===== src/rtl/split_arbiter.sv =====
`default_nettype none
// ============================================================================
// Module   : split_arbiter
// Brief    : Two-master round-robin bus arbiter with one outstanding split.
// Revision : 1.0
// ============================================================================
module split_arbiter #(
    parameter bit SPLIT_EN = 1'b1
) (
    input  logic       clk,
    input  logic       rstn,
    input  logic       m1_breq,
    input  logic       m2_breq,
    input  logic       ssplit,
    output logic       m1_grant,
    output logic       m2_grant,
    output logic       m1_split,
    output logic       m2_split,
    output logic       split_grant,
    output logic [1:0] bus_owner
);

    localparam logic [1:0] C_IDLE      = 2'd0;
    localparam logic [1:0] C_GRANT1    = 2'd1;
    localparam logic [1:0] C_GRANT2    = 2'd2;
    localparam logic [1:0] C_SPLIT_RET = 2'd3;

    localparam logic [1:0] C_OWN_NONE  = 2'b00;
    localparam logic [1:0] C_OWN_M1    = 2'b01;
    localparam logic [1:0] C_OWN_M2    = 2'b10;

    logic [1:0] state_q, state_d;
    logic       ssplit_dly_q, ssplit_dly_d;
    logic       split_pending_q, split_pending_d;
    logic       split_master_q, split_master_d;
    logic       last_grant_q, last_grant_d;
    logic       m1_grant_q, m1_grant_d;
    logic       m2_grant_q, m2_grant_d;
    logic       m1_split_q, m1_split_d;
    logic       m2_split_q, m2_split_d;
    logic       split_grant_q, split_grant_d;
    logic [1:0] bus_owner_q, bus_owner_d;

    logic       w_m1_elig;
    logic       w_m2_elig;
    logic       w_split_rise;
    logic       w_owner_breq;
    logic       w_split_master_breq;

    // A parked master may not re-arbitrate until its split has been returned.
    assign w_m1_elig = m1_breq && !(split_pending_q && !split_master_q);
    assign w_m2_elig = m2_breq && !(split_pending_q &&  split_master_q);

    assign w_split_rise        = SPLIT_EN && ssplit && !ssplit_dly_q && !split_pending_q;
    assign w_owner_breq        = (state_q == C_GRANT2) ? m2_breq : m1_breq;
    assign w_split_master_breq = split_master_q ? m2_breq : m1_breq;

    always_comb begin
        state_d         = state_q;
        ssplit_dly_d    = ssplit;
        split_pending_d = split_pending_q;
        split_master_d  = split_master_q;
        last_grant_d    = last_grant_q;
        m1_grant_d      = m1_grant_q;
        m2_grant_d      = m2_grant_q;
        m1_split_d      = m1_split_q;
        m2_split_d      = m2_split_q;
        split_grant_d   = split_grant_q;
        bus_owner_d     = bus_owner_q;

        case (state_q)
            C_IDLE: begin
                if (split_pending_q && !ssplit) begin
                    state_d       = C_SPLIT_RET;
                    split_grant_d = 1'b1;
                    last_grant_d  = split_master_q;
                    if (split_master_q) begin
                        m2_grant_d  = 1'b1;
                        m2_split_d  = 1'b0;
                        bus_owner_d = C_OWN_M2;
                    end else begin
                        m1_grant_d  = 1'b1;
                        m1_split_d  = 1'b0;
                        bus_owner_d = C_OWN_M1;
                    end
                end else if (w_m1_elig && (!w_m2_elig || last_grant_q)) begin
                    state_d      = C_GRANT1;
                    m1_grant_d   = 1'b1;
                    bus_owner_d  = C_OWN_M1;
                    last_grant_d = 1'b0;
                end else if (w_m2_elig) begin
                    state_d      = C_GRANT2;
                    m2_grant_d   = 1'b1;
                    bus_owner_d  = C_OWN_M2;
                    last_grant_d = 1'b1;
                end
            end

            C_GRANT1, C_GRANT2: begin
                // A split outranks a simultaneous release of the request.
                if (w_split_rise) begin
                    state_d         = C_IDLE;
                    split_pending_d = 1'b1;
                    split_master_d  = (state_q == C_GRANT2);
                    if (state_q == C_GRANT2) begin
                        m2_split_d = 1'b1;
                    end else begin
                        m1_split_d = 1'b1;
                    end
                    m1_grant_d  = 1'b0;
                    m2_grant_d  = 1'b0;
                    bus_owner_d = C_OWN_NONE;
                end else if (!w_owner_breq) begin
                    state_d     = C_IDLE;
                    m1_grant_d  = 1'b0;
                    m2_grant_d  = 1'b0;
                    bus_owner_d = C_OWN_NONE;
                end
            end

            C_SPLIT_RET: begin
                if (!w_split_master_breq) begin
                    state_d         = C_IDLE;
                    split_grant_d   = 1'b0;
                    split_pending_d = 1'b0;
                    m1_grant_d      = 1'b0;
                    m2_grant_d      = 1'b0;
                    bus_owner_d     = C_OWN_NONE;
                end
            end

            default: begin
                state_d = C_IDLE;
            end
        endcase
    end

    always_ff @(posedge clk) begin
        if (!rstn) begin
            state_q         <= C_IDLE;
            ssplit_dly_q    <= 1'b0;
            split_pending_q <= 1'b0;
            split_master_q  <= 1'b0;
            last_grant_q    <= 1'b1;
            m1_grant_q      <= 1'b0;
            m2_grant_q      <= 1'b0;
            m1_split_q      <= 1'b0;
            m2_split_q      <= 1'b0;
            split_grant_q   <= 1'b0;
            bus_owner_q     <= C_OWN_NONE;
        end else begin
            state_q         <= state_d;
            ssplit_dly_q    <= ssplit_dly_d;
            split_pending_q <= split_pending_d;
            split_master_q  <= split_master_d;
            last_grant_q    <= last_grant_d;
            m1_grant_q      <= m1_grant_d;
            m2_grant_q      <= m2_grant_d;
            m1_split_q      <= m1_split_d;
            m2_split_q      <= m2_split_d;
            split_grant_q   <= split_grant_d;
            bus_owner_q     <= bus_owner_d;
        end
    end

    assign m1_grant    = m1_grant_q;
    assign m2_grant    = m2_grant_q;
    assign m1_split    = m1_split_q;
    assign m2_split    = m2_split_q;
    assign split_grant = split_grant_q;
    assign bus_owner   = bus_owner_q;

endmodule
`default_nettype wire


===== config.mk =====
export PLATFORM = sky130hd
export DESIGN_NAME = split_arbiter
export DESIGN_NICKNAME = d
export VERILOG_FILES = /design/src/rtl/split_arbiter.sv
export SDC_FILE = /design/constraint.sdc
export NUM_CORES = 1
export LEC_CHECK = 0
export CORE_ASPECT_RATIO = 0.8
export CORE_MARGIN = 2
export CORE_UTILIZATION = 40
export DETAILED_ROUTE_END_ITERATION = 10
export PLACE_DENSITY = 0.71
export SYNTH_ARGS = -nofsm -noshare
export SYNTH_HDL_FRONTEND = slang
export SYNTH_SLANG_ARGS = --single-unit

===== constraint.sdc =====
create_clock -name clk -period 3.2 [get_ports clk]
set_clock_uncertainty 0.05 [all_clocks]
set_input_delay 0.64 -clock clk [delete_from_list [all_inputs] [get_ports clk]]
set_output_delay 0.64 -clock clk [all_outputs]
set_load 0.03 [all_outputs]

Word level (Yosys, flattened, before mapping) --
Index checks and enable logic that the tools add are counted. Widths: inputs -> output; s select.
Cells by class: muxes and demuxes 40, equal/unequal tests 17, reductions and logical operators 31
Operator list (number):
- $mux 1 | 24
- $ne 3x3->1 const B | 6
- $mux 2 | 8
- $reduce_and 5->1 | 3
- $ne 2x2->1 const B | 7
- $pmux 2 s3 | 2
- $reduce_and 3->1 | 3
- $logic_and 1x1->1 | 8
- $pmux 1 s2 | 4
- $logic_not 1->1 | 7
- $pmux 1 s3 | 2
- $reduce_bool 2->1 | 3
- $eq 2x2->1 const B | 2
- $ne 4x4->1 const B | 1
- $reduce_and 2->1 | 2
- $reduce_and 4->1 | 1
- $reduce_bool 3->1 | 1
- $eq 2x1->1 const B | 1
- $logic_not 2->1 | 1
- $reduce_or 2->1 | 1
- $logic_or 1x1->1 | 1
Word-level totals: register bits 13, bits of input ports 5, output and inout bits 7, logic and storage cells 99

Depth between registers and ports, before layout --
word-level depth 9, gate-level depth with buffers 7, mapped depth without buffers 7

Least setup slack after synthesis --
Ideal clock, no wire load.
path kind input -> register, start input port ssplit, end register m2_grant_q (netlist: m2_grant), setup slack 1502 ps, cell stages on the path 5, arrival time 1576 ps, data required time 3078 ps, cells stage by stage or3b_4 > nand2_2 > o22ai_2 > a211oi_2 > mux2i_1
Between the ends: cells in the longest elaborated chain, start to end 4
Ends and longest elaborated chain:
- start, declared | line 14 | input logic ssplit,
- $logic_not 1->1 / $logic_and 1x1->1 (equally long branches) | line 73, 54
- $logic_and 1x1->1 (on tied branches) | line 73, 54
- $ne 3x3->1 (no source line), or another cell as far along
- $reduce_and 5->1 (no source line) / $pmux 1 s3 (equally long branches)
- end signal, assigned | line 158 | m2_grant_q <= m2_grant_d;
- end, declared | line 38 | logic m2_grant_q, m2_grant_d;
Parallel ways exist; a longest one is shown, timed or not. A chain may end at the register's enable or synchronous reset.

Final worst setup path --
Ends and elaborated chain as after synthesis.

==> results by group <==
STA
  • Setup Viol. Count Final: 0
  • Worst slew margin: 0.613
  • Final Hold Fails: 0
  • Highest clock rate: between 400 and 500 MHz
  • Max Slew Vio Count: 0
  • Worst hold slack: between 400 and 500 ps
  • Fin crit share: 0.648
  • Actual slew at the worst max-slew pin: about 580 ps
  • Setup TNS: 0 ps
  • Tmin final: between 2000 and 2500 ps
  • RSZ-0062 raised after global routing: no
  • Worst Slack Setup Final: between 1000 and 1500 ps

Place
  • Gp weighted congestion: just over 0.8
  • Placed cell areas: just over 900 um^2
  • Dpl cells: between 100 and 150
  • Port bufs: 11
  • Place WS: 805 ps
  • Post-DP HPWL: approximately 1100 um

Synth
  • Yosys warns: 0
  • Post-Syn Area: approximately 820 um^2
  • Share of the synthesized area in the top cell type: 0.316
  • Synth Area in XOR/XNOR: 0
  • Netlist cell types: 31
  • Ys flop type: dfxtp_1
  • Mux share of post-synthesis cell area: 0.134
  • Net Count, Synth: around 110
  • Main combinational cell family by area after synthesis: simple AND/OR/NAND/NOR gates
  • Synth top area cells: dfxtp_1 32%, mux2i_1 13%, ha_1 7.6%
  • Ys async rst share: 0
  • Largest area contributor in the netlist: dfxtp_1
  • Adder-cell share of the synthesized area: 0.0760
  • Post-synth EDFFs: 0
  • Synthesized area per cell: 8.67 um^2
  • Syn Inst Count: 95
  • Post-synthesis register bit count: 13
  • Top-count cell post-synth: dfxtp_1
  • Post-synth top cells: 13 x dfxtp_1, 11 x mux2i_1, 11 x nand2_1
  • Compound-Gate Fraction of Synth Area: 0.188
  • Post-synthesis sequential area ratio: 0.316
  • Post-Synth Simple-Gate Area: 0.229

Floorplanning
  • Core area: roughly 1900 um^2
  • Die area: around 2400 um^2
  • # rows: 14
  • Die Ht: approximately 45 um
  • Die Width: 54.7 um
  • Initial core utilization: 0.431
  • IO Count: 12

GRT
  • Global-route track usage on met1: 0.217
  • First-pass GRT wire length: 2660 um
  • Antenna violations before repair: 0
  • Total track usage: 0.154
  • Vias in the first global route: about 600
  • Layer with the highest usage: met1
  • Met3 GRT Util: 0.0777
  • GRT overflow: 0
  • Grt met2 use: 0.214
  • Largest net degree at the start of global routing: 19

Worst setup path
  • Crit end category: flop
  • FF-to-FF setup slack: roughly 1500 ps
  • RR Startpoint: state_q[0]
  • Setup crit start kind: input pin
  • CP Data Required Time: 3360 ps
  • Reg2Reg Depth: 6
  • Crit path max fanout: 6
  • Worst setup path end: m2_grant
  • CP Class: in -> reg
  • R2r endpoint: bus_owner[0]
  • WP data arrival: around 2200 ps
  • Crit path from: ssplit

Layout
  • Nets: 116
  • # diodes: 0
  • Final non-filler cell total: around 130
  • Share of cells above drive strength 1: 0.105
  • # fillers: 186
  • Syn-to-layout area delta: 17.0%
  • Cell area after layout: ~960 um^2

Route
  • First-pass DRT Iterations: 4
  • DRC errors left: 0
  • DR WL/cell: between 10 and 15 um
  • Initial drt markers: 13
  • Via count: slightly below 700
  • ANT nets after route: 0
  • DRT Wirelength: approximately 1600 um
  • Vias per std cell: approximately 5.3

Hold path
  • Hold Path Class: reg -> reg

Clock tree
  • CTS max path bufs: 2
  • CTS H-tree lvls: 1
  • Post-CTS resize count: 0
  • CTS Buf Count: 3
  • Setup Buffers After CTS: 0
  • CTS sink count: 13
  • Root Driver: clkbuf_4
  • Worst-path clk slew: ~90 ps
  • Worst skew pair latency: between 200 and 300 ps
  • CTS tree: done
  • Cts hold-fix bufs: 0

Status
  • Status: finished, final reports clean

Pwr
  • P_leak: 0.374 nW
  • Pwr dens: 925 nW/um^2
  • Max IR drop VDD: about 540 uV

Job
  • Max_cap viols: 0
==> report_power, final <==
part	internal, mW	switching, mW
registers	0.219	0.0492
clock network	0.0463	0.0557
logic	0.230	0.290
==> sequential cells by signal, summed over array words and instances (netlist names) <==
signal           flops
m1_grant             1
m1_split             1
m2_split             1
m2_grant             1
split_master_q       1
bus_owner            2
split_grant          1
last_grant_q         1
ssplit_dly_q         1
state_q              2
split_pending_q      1
==> cells by family after synthesis <==
group           Yosys count
flops                    13
mux                      11
compound gates           21
buf+inv                  10
fa+ha+maj                 5
simple gates             35
==> layout by cell type (no fill, tap or decap), types with 3 or more instances in the layout <==
cell,instances
and2_1,3
nand3_1,3
nor2_1,3
inv_1,5
clkbuf_4,3
a21oi_1,3
o21ai_0,6
a21boi_0,3
dfxtp_1,13
clkdlybuf4s50_1,11
nand4_1,3
nand2_1,11
ha_1,5
nor2b_1,4
mux2i_1,11
==> worst max-delay path, stage by stage <==
cell and delay [ps]:
clkdlybuf4s50_1 550, or3b_4 430, nand2_2 80, o22ai_2 100, a211oi_2 240, mux2i_1 200
==> layer usage <==
metal,wire (um),vias up
met5,0,-
met4,0,0
met3,92,0
met2,647,19
met1,845,315
li1,-,349
==> final cells by class <==
cell class,count,area (um^2),area share
clock buffers,3,22.5,0.0234
clock inverters,1,5.00,0.00519
inverters,5,18.8,0.0195
multi-input cells,72,517,0.536
flip-flops and latches,13,260,0.270
well taps,24,30.0,0.0312
repair buffers,11,110,0.114
==> through the flow <==
| step | total power [mW] | utilization |
|---|---|---|
| after detailed placement | 0.786 | 0.490 |
| after CTS | 0.897 | 0.505 |
| after floorplan | 0.666 | - |
| after global placement | 0.783 | 0.490 |
| after global routing | 0.968 | 0.505 |
| final | 0.891 | 0.505 |
==> how the worst min path moves through the flow <==
stage            startpoint      endpoint  cells after the start
6_report           m1_grant      m1_grant                      2
2_1_floorplan  last_grant_q  last_grant_q                      2
3_5_place_dp       m1_grant      m1_grant                      2
5_1_grt        bus_owner[0]  bus_owner[0]                      2
4_1_cts            m1_grant      m1_grant                      2
3_3_place_gp       m2_grant      m2_grant                      2
Power figures use the tool's default switching activity.
